===== config.mk =====
export PLATFORM = sky130hd
export DESIGN_NAME = parity_check_rx
export DESIGN_NICKNAME = d
export VERILOG_FILES = /design/src/rtl/parity_check_rx.sv
export SDC_FILE = /design/constraint.sdc
export NUM_CORES = 1
export LEC_CHECK = 0
export CORE_ASPECT_RATIO = 1.4
export CORE_MARGIN = 1.5
export CORE_UTILIZATION = 30
export DETAILED_ROUTE_END_ITERATION = 7
export GPL_ROUTABILITY_DRIVEN = 1
export PLACE_DENSITY = 0.59
export REMOVE_ABC_BUFFERS = 1
export SETUP_SLACK_MARGIN = 0.5
export SKIP_CTS_REPAIR_TIMING = 1
export SYNTH_ARGS = -nofsm -noshare
export SYNTH_HDL_FRONTEND = slang
export SYNTH_SLANG_ARGS = --single-unit

===== constraint.sdc =====
create_clock -name clk -period 1.61 [get_ports clk]
set_clock_uncertainty 0.05 [all_clocks]
set_input_delay 0.322 -clock clk [delete_from_list [all_inputs] [get_ports clk]]
set_output_delay 0.322 -clock clk [all_outputs]
set_load 0.05 [all_outputs]

===== src/rtl/parity_check_rx.sv =====
// Serial frame receiver: deserialises DATA_W data bits (LSB first) plus one parity
// bit, flags parity mismatches and keeps a saturating parity-error count.
module parity_check_rx #(
  parameter int DATA_W     = 8,
  parameter int PARITY_ODD = 0,
  parameter int CNT_W      = 8
) (
  input  logic              clk,
  input  logic              reset_n,
  input  logic              sof_in,
  input  logic              bit_valid_in,
  input  logic              bit_in,
  input  logic              clr_err_in,
  output logic [DATA_W-1:0] data_out,
  output logic              data_valid_out,
  output logic              parity_err_out,
  output logic              abort_out,
  output logic [CNT_W-1:0]  err_count_out
);

  localparam int IDX_W = $clog2(DATA_W);
  localparam logic [IDX_W-1:0] LAST_IDX = IDX_W'(DATA_W - 1);
  localparam logic ODD = (PARITY_ODD != 0);

  typedef enum logic [1:0] {
    IDLE = 2'd0,
    DATA = 2'd1,
    PAR  = 2'd2
  } state_t;

  state_t            state_q, state_d;
  logic [IDX_W-1:0]  idx_q, idx_d;
  logic              par_q, par_d;
  logic [DATA_W-1:0] word_q, word_d;
  logic [DATA_W-1:0] data_q, data_d;
  logic              valid_q, valid_d;
  logic              perr_q, perr_d;
  logic              abort_q, abort_d;
  logic [CNT_W-1:0]  cnt_q, cnt_d;
  logic              mismatch;

  always_comb begin
    state_d  = state_q;
    idx_d    = idx_q;
    par_d    = par_q;
    word_d   = word_q;
    data_d   = data_q;
    valid_d  = 1'b0;
    perr_d   = 1'b0;
    abort_d  = 1'b0;
    cnt_d    = cnt_q;
    mismatch = 1'b0;

    // Clear is applied first so an error completing on the same edge counts from zero.
    if (clr_err_in) begin
      cnt_d = '0;
    end

    if (bit_valid_in) begin
      if (sof_in) begin
        abort_d   = (state_q != IDLE);
        word_d    = '0;
        word_d[0] = bit_in;
        par_d     = bit_in;
        idx_d     = IDX_W'(1);
        state_d   = DATA;
      end else begin
        case (state_q)
          DATA: begin
            word_d[idx_q] = bit_in;
            par_d         = par_q ^ bit_in;
            if (idx_q == LAST_IDX) begin
              idx_d   = '0;
              state_d = PAR;
            end else begin
              idx_d = idx_q + IDX_W'(1);
            end
          end
          PAR: begin
            mismatch = (bit_in != (par_q ^ ODD));
            data_d   = word_q;
            valid_d  = 1'b1;
            perr_d   = mismatch;
            if (mismatch && (cnt_d != {CNT_W{1'b1}})) begin
              cnt_d = cnt_d + CNT_W'(1);
            end
            idx_d   = '0;
            par_d   = 1'b0;
            state_d = IDLE;
          end
          default: begin
          end
        endcase
      end
    end
  end

  always_ff @(posedge clk) begin
    if (!reset_n) begin
      state_q <= IDLE;
      idx_q   <= '0;
      par_q   <= 1'b0;
      word_q  <= '0;
      data_q  <= '0;
      valid_q <= 1'b0;
      perr_q  <= 1'b0;
      abort_q <= 1'b0;
      cnt_q   <= '0;
    end else begin
      state_q <= state_d;
      idx_q   <= idx_d;
      par_q   <= par_d;
      word_q  <= word_d;
      data_q  <= data_d;
      valid_q <= valid_d;
      perr_q  <= perr_d;
      abort_q <= abort_d;
      cnt_q   <= cnt_d;
    end
  end

  assign data_out       = data_q;
  assign data_valid_out = valid_q;
  assign parity_err_out = perr_q;
  assign abort_out      = abort_q;
  assign err_count_out  = cnt_q;

endmodule


==> flow_summary_export.csv, run 1 <==
group,metric,value,unit
run_status,status,"finished clean",
setup_path,r2r-start,"idx_q[0]$_SDFFE_PN0P_",
sta,rsz0062_at_grt,"yes",
floorplanning,die_area,5500,sq um
global_route,overflow,0,
synthesis,ys_warn_count,0,
synthesis,avgSynthCellArea,8.38,sq um
floorplanning,fp.dieH,87.1,microns
power_and_ir_drop,p_switching,414,uW
sta,hold_ws,384,ps
setup_path,slowest_delay,450,ps
setup_path,crit_start,"idx_q[0]$_SDFFE_PN0P_",
setup_path,cp.arrival,1620,ps
clocking,clkLatencyLatePin,280,ps
place,routabilityCongestion,0.797,
synthesis,synth_top_flop_cell,"dfxtp_1",
power_and_ir_drop,intPower,1.52,mW
global_route,grt_usage,13.5,%
sta,drv_slew,0,
sta,finalCritPeriodShare,90.1,%
power_and_ir_drop,power_frac_comb,9.1,%
place,dp_cells,285,
route,ant_nets,0,
floorplanning,rows,30,
floorplanning,dieWidth,63.1,microns
synthesis,synth_edf_count,0,
sta,hold_viol_final,0,
route,dr_total_vias,1532,
layout,layout-drive-gt1-share,52.3,%
setup_path,path_cells,"ha_2 -> ha_4 -> or4b_4 -> a21oi_2",
sta,period_needed,1450,ps
sta,setup_viol,0,
power_and_ir_drop,netSwitchingFraction,21.4,%
power_and_ir_drop,power_density,741,nW/um^2
clocking,cts_buffers,5,
setup_path,cp-start-kind,"flop",
clocking,cts.sinks,33,
route,drt_pass1_iterations,4,
route,drt_iter0_drc,39,
floorplanning,initial_utilization,31.3,%
setup_path,worst-r2r-setup-slack,160,ps
global_route,antenna_found_initial,0,
setup_path,slowest_stage,"or4b_4",
clocking,tritoncts,"done",
setup_path,r2r-end,"idx_q[2]$_SDFFE_PN0P_",
route,drc,0,
power_and_ir_drop,pwr-share-seq,42.8,%
layout,fin_util,53.9,%
run,drv_cap,0,
global_route,grt_pass1_vias,1358,
layout,antenna_cells,0,
place,hpwl,2570,microns
clocking,clock_path_buffers,2,
floorplanning,core,4840,sq um
place,io_buffers,24,
synthesis,async_flop_share,0,%
setup_path,worstSetupPathType,"reg2reg",
setup_path,required,1780,ps
clocking,clk_pin_slew,70,ps
route,wl_per_cell,12.5,microns
global_route,grt_pass1_wl,5950,microns
sta,max_slew_margin,78.1,%
synthesis,yosysSeqAreaShare,43.6,%
power_and_ir_drop,leakagePower,1.02,nW
layout,area_growth,72.1,%
setup_path,ff2ff_path_depth,4,
route,finalWirelength,3830,microns
setup_path,cp-endpoint,"idx_q[2]$_SDFFE_PN0P_",
sta,worst_pin_slew,328,ps
layout,final_nets,248,
route,via_per_inst,5.02,
power_and_ir_drop,ir_drop,0.414,mV
synthesis,ys_ff_latch,33,
synthesis,synth_cells,181,
min_path,hold_class,"in2reg",
synthesis,netlist-cell-type-count,41,
clocking,cts-root-buf,"clkbuf_8",
power_and_ir_drop,pwr-share-clk,48.1,%
layout,finalNonFillerCells,305,
setup_path,crit_fanout,2,
floorplanning,io_pins,25,
setup_path,cp-end-kind,"flop",
clocking,htree_levels,2,
global_route,grt_max_degree,14,
sta,clock.fmax,690,MHz
synthesis,syn_area,1520,sq um
## cell usage in the layout, fill, tap and decap left out, drive strengths merged, types with 2 or more instances in the layout
cell / count
nor2: 7
a41o: 2
a31oi: 2
nand4: 4
nand3: 8
and2b: 3
nor3: 4
buf: 55
dfxtp: 33
clkbuf: 5
ha: 2
inv: 5
nor2b: 3
o21ai: 13
a21oi: 34
dlymetal6s2s: 5
nand2: 27
or4b: 2
bufinv: 2
nand2b: 2
and3: 4
clkinv: 3
## kinds of logic after synthesis
logic type / share of synthesized area (%)
fa+ha+maj: 1.65
simple gates: 25.2
mux: 0.660
buf+inv: 4.95
xor+xnor: 0.578
flops: 43.6
compound gates: 23.4
## layer usage
layer | global-route usage (%) | up-vias | wire [microns]
li1 | - | 767 | -
met5 | 0 | - | 0
met2 | 23.8 | 30 | 2040
met3 | 2.85 | 9 | 151
met1 | 15.3 | 726 | 1540
met4 | 7.27 | 0 | 94
## worst min-delay path by stage
stage                                       from                          end  slack [ps]  cells after the start
final                                    reset_n  err_count_out[4]$_SDFF_PN0_         380                      2
after CTS                 word_q[5]$_SDFFE_PN0P_     data_out[5]$_SDFFE_PN0P_         400                      2
after global placement    word_q[3]$_SDFFE_PN0P_     data_out[3]$_SDFFE_PN0P_         390                      2
after floorplan                     bit_valid_in      state_q[1]$_SDFFE_PN0P_         370                      1
after global routing                     reset_n  err_count_out[4]$_SDFF_PN0_         390                      2
after detailed placement  word_q[5]$_SDFFE_PN0P_     data_out[5]$_SDFFE_PN0P_         390                      2
## area by class of cell
cell class,count,area (sq um)
multi-input combinational,133,933
timing repair buffer,60,732
timing repair inverter,1,5.00
sequential,33,698
clock inverter,3,65.1
tap,64,80.1
fill,428,2230
inverter,6,27.5
clock buffer,5,68.8
## cell usage after synthesis, types with 2 or more instances
| cell type | n | area share [%] |
|---|---|---|
| nand3_1 | 7 | 2.3 |
| ha_1 | 2 | 1.6 |
| clkbuf_1 | 5 | 1.2 |
| inv_1 | 5 | 1.2 |
| nor2_1 | 7 | 1.7 |
| and2b_1 | 2 | 0.99 |
| a31oi_1 | 2 | 0.82 |
| dfxtp_1 | 33 | 44 |
| and3_1 | 4 | 1.6 |
| a41o_1 | 2 | 1.3 |
| nand4_1 | 4 | 1.6 |
| o21ai_0 | 12 | 4.0 |
| or4b_1 | 2 | 1.3 |
| buf_6 | 2 | 1.5 |
| a21oi_1 | 34 | 11 |
| nand2_1 | 27 | 6.7 |
| nor2b_1 | 3 | 1.2 |
| nor3_1 | 4 | 1.3 |
| nand2b_1 | 2 | 0.82 |
## registers in the layout, indices dropped and copies added, names as in the netlist
name,count
data_valid_out,1
idx_q,3
word_q,8
abort_out,1
err_count_out,8
par_q,1
state_q,2
data_out,8
parity_err_out,1
## worst max-delay path, delay by kind of cell (launching register included)
family,cells,cell delay [ps]
compound gates,1,120
fa+ha+maj,2,440
flops,1,330
simple gates,1,450
## power by group through the flow
stage | sequential (mW) | clock (mW) | combinational, mW
after global placement | 0.849 | 0 | 0.148
after detailed placement | 0.849 | 0 | 0.149
after global routing | 0.828 | 0.976 | 0.192
after CTS | 0.830 | 0.950 | 0.149
after floorplan | 0.853 | 0 | 0.0599
final | 0.828 | 0.931 | 0.176
## per-stage QoR
stage               cell area [sq um]  power (mW)  setup slack (ps)  setup TNS (ps)
floorplan                        1460       0.913              -152            -402
global placement                 2120       0.997              -326           -6160
detailed placement               2120       0.998              -349           -6610
CTS                              2260        1.93             -40.6           -65.8
global route                     2610        2.00               103               0
finish                           2610        1.93               160               0
No activity file was read; power rests on OpenSTA's default activity.
==> run 2, diff against run 1 <==
==> constraint.sdc (replaced) <==
create_clock -name clk -period 1.65 [get_ports clk]
set_clock_uncertainty 0.05 [all_clocks]
set_input_delay 0.33 -clock clk [delete_from_list [all_inputs] [get_ports clk]]
set_output_delay 0.33 -clock clk [all_outputs]
set_load 0.05 [all_outputs]
==> run 2 against run 1 <==
Largest power group unchanged. Combinational power fell by 14%. Critical path depth unchanged. Via count fell by 3.3%. Sequential cell count stayed put.
==> flow_summary_export.csv, run 2 (same netlist as run 1, synthesis figures left out) <==
group,metric,value,unit
run_status,status,"finished clean",
sta,setup_viol,0,
power_and_ir_drop,leakagePower,0.968,nW
route,met2_length,1860,microns
power_and_ir_drop,ir_drop,0.309,mV
floorplanning,dieWidth,63.1,microns
power_and_ir_drop,intPower,1.47,mW
sta,hold_ws,390,ps
sta,finalWorstSetupSlack,201,ps
setup_path,cp-start-kind,"flop",
floorplanning,core,4840,sq um
global_route,grt_usage,13.3,%
route,dr_total_vias,1482,
power_and_ir_drop,pwr-share-seq,43.2,%
power_and_ir_drop,power_frac_comb,8.1,%
global_route,grt_max_degree,18,
clocking,cts.sinks,33,
route,wl_met1,1560,microns
power_and_ir_drop,p_switching,398,uW
route,wl_met3,68,microns
clocking,cts-root-buf,"clkbuf_8",
power_and_ir_drop,total_power,1.87,mW
route,via_per_inst,4.92,
setup_path,cp.arrival,1620,ps
global_route,grt_pass1_wl,5700,microns
layout,final_common_cell,"a21oi_1",
power_and_ir_drop,power_density,754,nW/um^2
place,routabilityCongestion,0.777,
sta,period_needed,1450,ps
floorplanning,fp.dieH,87.1,microns
route,top_layer,"met4",
setup_path,slowest_stage,"or4b_4",
sta,clock.fmax,690,MHz
setup_path,path_cells,"and2b_2 -> o31ai_4 -> or4b_4 -> a21oi_2",
setup_path,required,1820,ps
route,ant_nets,0,
route,wl_per_cell,12.0,microns
layout,layout_common_cells,"a21oi_1, nand2_1, buf_4",
sta,hold_viol_final,0,
route,drc,0,
clocking,clk_pin_slew,70,ps
setup_path,crit_fanout,5,
route,drt_iter0_drc,38,
sta,rsz0062_at_grt,"yes",
clocking,tritoncts,"done",
place,io_buffers,24,
global_route,overflow,0,
global_route,antenna_found_initial,0,
route,drt_pass1_iterations,4,
floorplanning,io_pins,25,
layout,antenna_cells,0,
sta,worst_pin_slew,291,ps
sta,fin_tns_setup,0,ps
sta,max_slew_margin,80.5,%
setup_path,cp-end-kind,"flop",
min_path,hold_class,"reg2reg",
floorplanning,die_area,5500,sq um
clocking,clkLatencyLatePin,290,ps
setup_path,slowest_delay,490,ps
sta,drv_slew,0,
run,drv_cap,0,
floorplanning,initial_utilization,31.3,%
clocking,cts_buffers,5,
place,hpwl,2490,microns
sta,finalCritPeriodShare,87.8,%
place,dp_slack,-323,ps
power_and_ir_drop,pwr-share-clk,48.6,%
layout,area_growth,63.4,%
clocking,clock_path_buffers,2,
layout,final_nets,244,
global_route,grt_pass1_vias,1292,
layout,layout-drive-gt1-share,44.7,%
floorplanning,rows,30,
route,finalWirelength,3610,microns
setup_path,worstSetupPathType,"reg2reg",
clocking,htree_levels,2,
power_and_ir_drop,netSwitchingFraction,21.3,%
## run 2: cell count changes in the layout (fill, tap and decap cells not counted), moves of 2 or more
cell | previous run | this run
buf_8 | 1 | 6
nand2_1 | 20 | 27
buf_12 | 16 | 8
a21oi_1 | 22 | 30
a21oi_2 | 12 | 4
dfxtp_2 | 21 | 19
nand2_2 | 7 | 0
buf_6 | 13 | 15
buf_4 | 25 | 23
## run 2: metrics by stage
step | std cells | area, sq um | util [%]
6_report | 301 | 2480 | 51.2
5_1_grt | 301 | 2480 | 51.2
4_1_cts | 292 | 2150 | 44.4
3_5_place_dp | 284 | 2020 | 41.7
3_3_place_gp | 284 | 2020 | 41.7
2_1_floorplan | 172 | 1460 | -
## run 2: area by class of cell
cell class	instances	area, sq um
Multi-Input combinational cell	133	888
Clock inverter	3	65.1
Inverter	6	25.0
Sequential cell	33	699
Tap cell	64	80.1
Clock buffer	5	68.8
Timing Repair Buffer	57	652
Fill cell	447	2360
## run 2: final timing paths
kind	startpoint	slack [ps]	endpoint	cells after the start
worst min register to register	word_q[4]$_SDFFE_PN0P_	390	data_out[4]$_SDFFE_PN0P_	2
worst max-delay path	state_q[0]$_SDFFE_PN0P_	200	idx_q[2]$_SDFFE_PN0P_	4
worst min-delay path	word_q[4]$_SDFFE_PN0P_	390	data_out[4]$_SDFFE_PN0P_	2
worst max register to register	state_q[0]$_SDFFE_PN0P_	200	idx_q[2]$_SDFFE_PN0P_	4
## run 2: worst max-delay path: cells and delay by family, from the launching register on
kind | cells | cell delay [ps]
AOI/OAI and AO/OA | 2 | 220
and+or+nand+nor | 2 | 760
DFF | 1 | 350
## run 2: power groups by stage
stage / Sequential, mW / Clock [mW] / Combinational (mW)
after floorplan: 0.832 / 0 / 0.0585
after global placement: 0.829 / 0 / 0.136
after detailed placement: 0.829 / 0 / 0.137
after CTS: 0.810 / 0.932 / 0.138
after global routing: 0.809 / 0.965 / 0.168
final: 0.808 / 0.909 / 0.152
## run 2: layer usage
metal | vias up | GRT usage (%)
met5 | - | 0
met4 | 0 | 8.69
li1 | 764 | -
met1 | 692 | 15.5
met2 | 19 | 22.1
met3 | 7 | 2.72
==> run 3, diff against run 2 <==
--- a/config.mk
+++ b/config.mk
@@ -7,10 +7,10 @@
 export LEC_CHECK = 0
 export CORE_ASPECT_RATIO = 1.4
 export CORE_MARGIN = 1.5
-export CORE_UTILIZATION = 30
+export CORE_UTILIZATION = 35
 export DETAILED_ROUTE_END_ITERATION = 7
 export GPL_ROUTABILITY_DRIVEN = 1
-export PLACE_DENSITY = 0.59
+export PLACE_DENSITY = 0.65
 export REMOVE_ABC_BUFFERS = 1
 export SETUP_SLACK_MARGIN = 0.5
 export SKIP_CTS_REPAIR_TIMING = 1
==> run 3 against run 2 <==
Power shrank 6.1%. Combinational power rose by 5%. Cell count is 5.0% lower. Non-clock buffer count up 4. Worst hold slack got worse by 56 ps. Worst setup slack got worse by 29 ps. Critical path depth unchanged. First-iteration DRC count rose by 24%. Critical path type unchanged.
==> flow_summary_export.csv, run 3 (same netlist as run 1, synthesis figures left out) <==
group,metric,value,unit
global_route,met2_usage,25.2,%
sta,hold_ws,333,ps
clocking,clk_pin_slew,60,ps
layout,finish.instance_area,2450,sq um
floorplanning,fp.dieH,80.9,microns
route,dr_total_vias,1501,
floorplanning,rows,28,
setup_path,cp-end-kind,"flop",
floorplanning,dieWidth,58.6,microns
layout,antenna_cells,0,
clocking,clkLatencyLatePin,290,ps
setup_path,slowest_stage,"nor4_4",
setup_path,path_cells,"nand4_1 -> nor4_4 -> a21oi_1 -> o21a_1",
clocking,clock_path_buffers,2,
setup_path,cp.arrival,1610,ps
sta,rsz0062_at_grt,"yes",
sta,hold_viol_final,0,
global_route,use_met3,3.98,%
route,drc,0,
sta,worst_pin_slew,417,ps
global_route,grt_pass1_vias,1251,
route,drt_iter0_drc,47,
global_route,top_usage_layer,"met2",
clocking,htree_levels,2,
sta,period_needed,1480,ps
place,routabilityCongestion,0.805,
floorplanning,core,4200,sq um
floorplanning,initial_utilization,36.1,%
place,dp_slack,-332,ps
power_and_ir_drop,ir_drop,0.437,mV
sta,clock.fmax,677,MHz
layout,final_common_cell,"a21oi_1",
layout,layout-drive-gt1-share,45.6,%
route,via_per_inst,5.25,
clocking,cts-root-buf,"clkbuf_8",
global_route,grt_use_met1,17.9,%
run_status,status,"finished clean",
layout,final_nets,248,
sta,finalWorstSetupSlack,172,ps
route,wl_per_cell,13.2,microns
run,drv_cap,0,
place,io_buffers,24,
power_and_ir_drop,leakagePower,0.979,nW
power_and_ir_drop,total_power,1.75,mW
layout,area_growth,61.7,%
route,finalWirelength,3760,microns
floorplanning,die_area,4740,sq um
clocking,tritoncts,"done",
global_route,grt_usage,15.0,%
sta,max_slew_margin,72.0,%
setup_path,worstSetupPathType,"reg2reg",
sta,drv_slew,0,
clocking,cts.sinks,33,
min_path,hold_class,"in2reg",
setup_path,slowest_delay,470,ps
power_and_ir_drop,power_density,715,nW/um^2
route,drt_pass1_iterations,4,
setup_path,cp_top_family,"simple AND/OR/NAND/NOR gates",
place,placed_area,1980,sq um
layout,layout_common_cells,"a21oi_1, nand2_1, buf_4",
setup_path,cp-start-kind,"flop",
route,ant_nets,0,
global_route,grt_pass1_wl,5530,microns
global_route,antenna_found_initial,0,
setup_path,critical_path_buf_inv_count,0,
clocking,cts_buffers,5,
setup_path,crit_fanout,7,
floorplanning,io_pins,25,
place,hpwl,2450,microns
global_route,overflow,0,
sta,setup_viol,0,
sta,finalCritPeriodShare,89.6,%
global_route,grt_max_degree,16,
setup_path,required,1780,ps
[run 3: routing by layer]
metal	wire [microns]	share of wire [%]
met1	1600	43
met2	2010	53
met3	89	2.4
met4	58	1.5
met5	0	0
[run 3: layout make-up]
type / count / area [sq um]
timing repair buffer: 61 / 692
clock buffer: 7 / 86.3
sequential: 33 / 699
fill: 357 / 1750
inverter: 6 / 25.0
tap: 45 / 56.3
multi-input combinational: 133 / 863
clock inverter: 1 / 30.0
[run 3: metrics by stage]
step	setup TNS (ps)	utilization [%]	cells
6_report	0	58.3	286
5_1_grt	0	58.3	286
4_1_cts	-54.8	49.8	271
3_5_place_dp	-5870	47.1	263
3_3_place_gp	-5020	47.1	263
2_1_floorplan	-198	-	172
[run 3: worst paths after layout]
| kind | from | endpoint | slack (ps) | depth (start not counted) |
|---|---|---|---|---|
| setup / recovery | err_count_out[3]$_SDFF_PN0_ | err_count_out[4]$_SDFF_PN0_ | 170 | 4 |
| hold / removal | reset_n | err_count_out[4]$_SDFF_PN0_ | 330 | 2 |
| setup reg to reg | err_count_out[3]$_SDFF_PN0_ | err_count_out[4]$_SDFF_PN0_ | 170 | 4 |
| hold reg to reg | word_q[4]$_SDFFE_PN0P_ | data_out[4]$_SDFFE_PN0P_ | 400 | 2 |
[run 3: power breakdown]
| group | switching [mW] | total, mW | internal, mW |
|---|---|---|---|
| combinational | 0.0826 | 0.160 | 0.0770 |
| sequential | 0.00937 | 0.809 | 0.799 |
| clock | 0.294 | 0.786 | 0.492 |
| total | 0.385 | 1.75 | 1.37 |
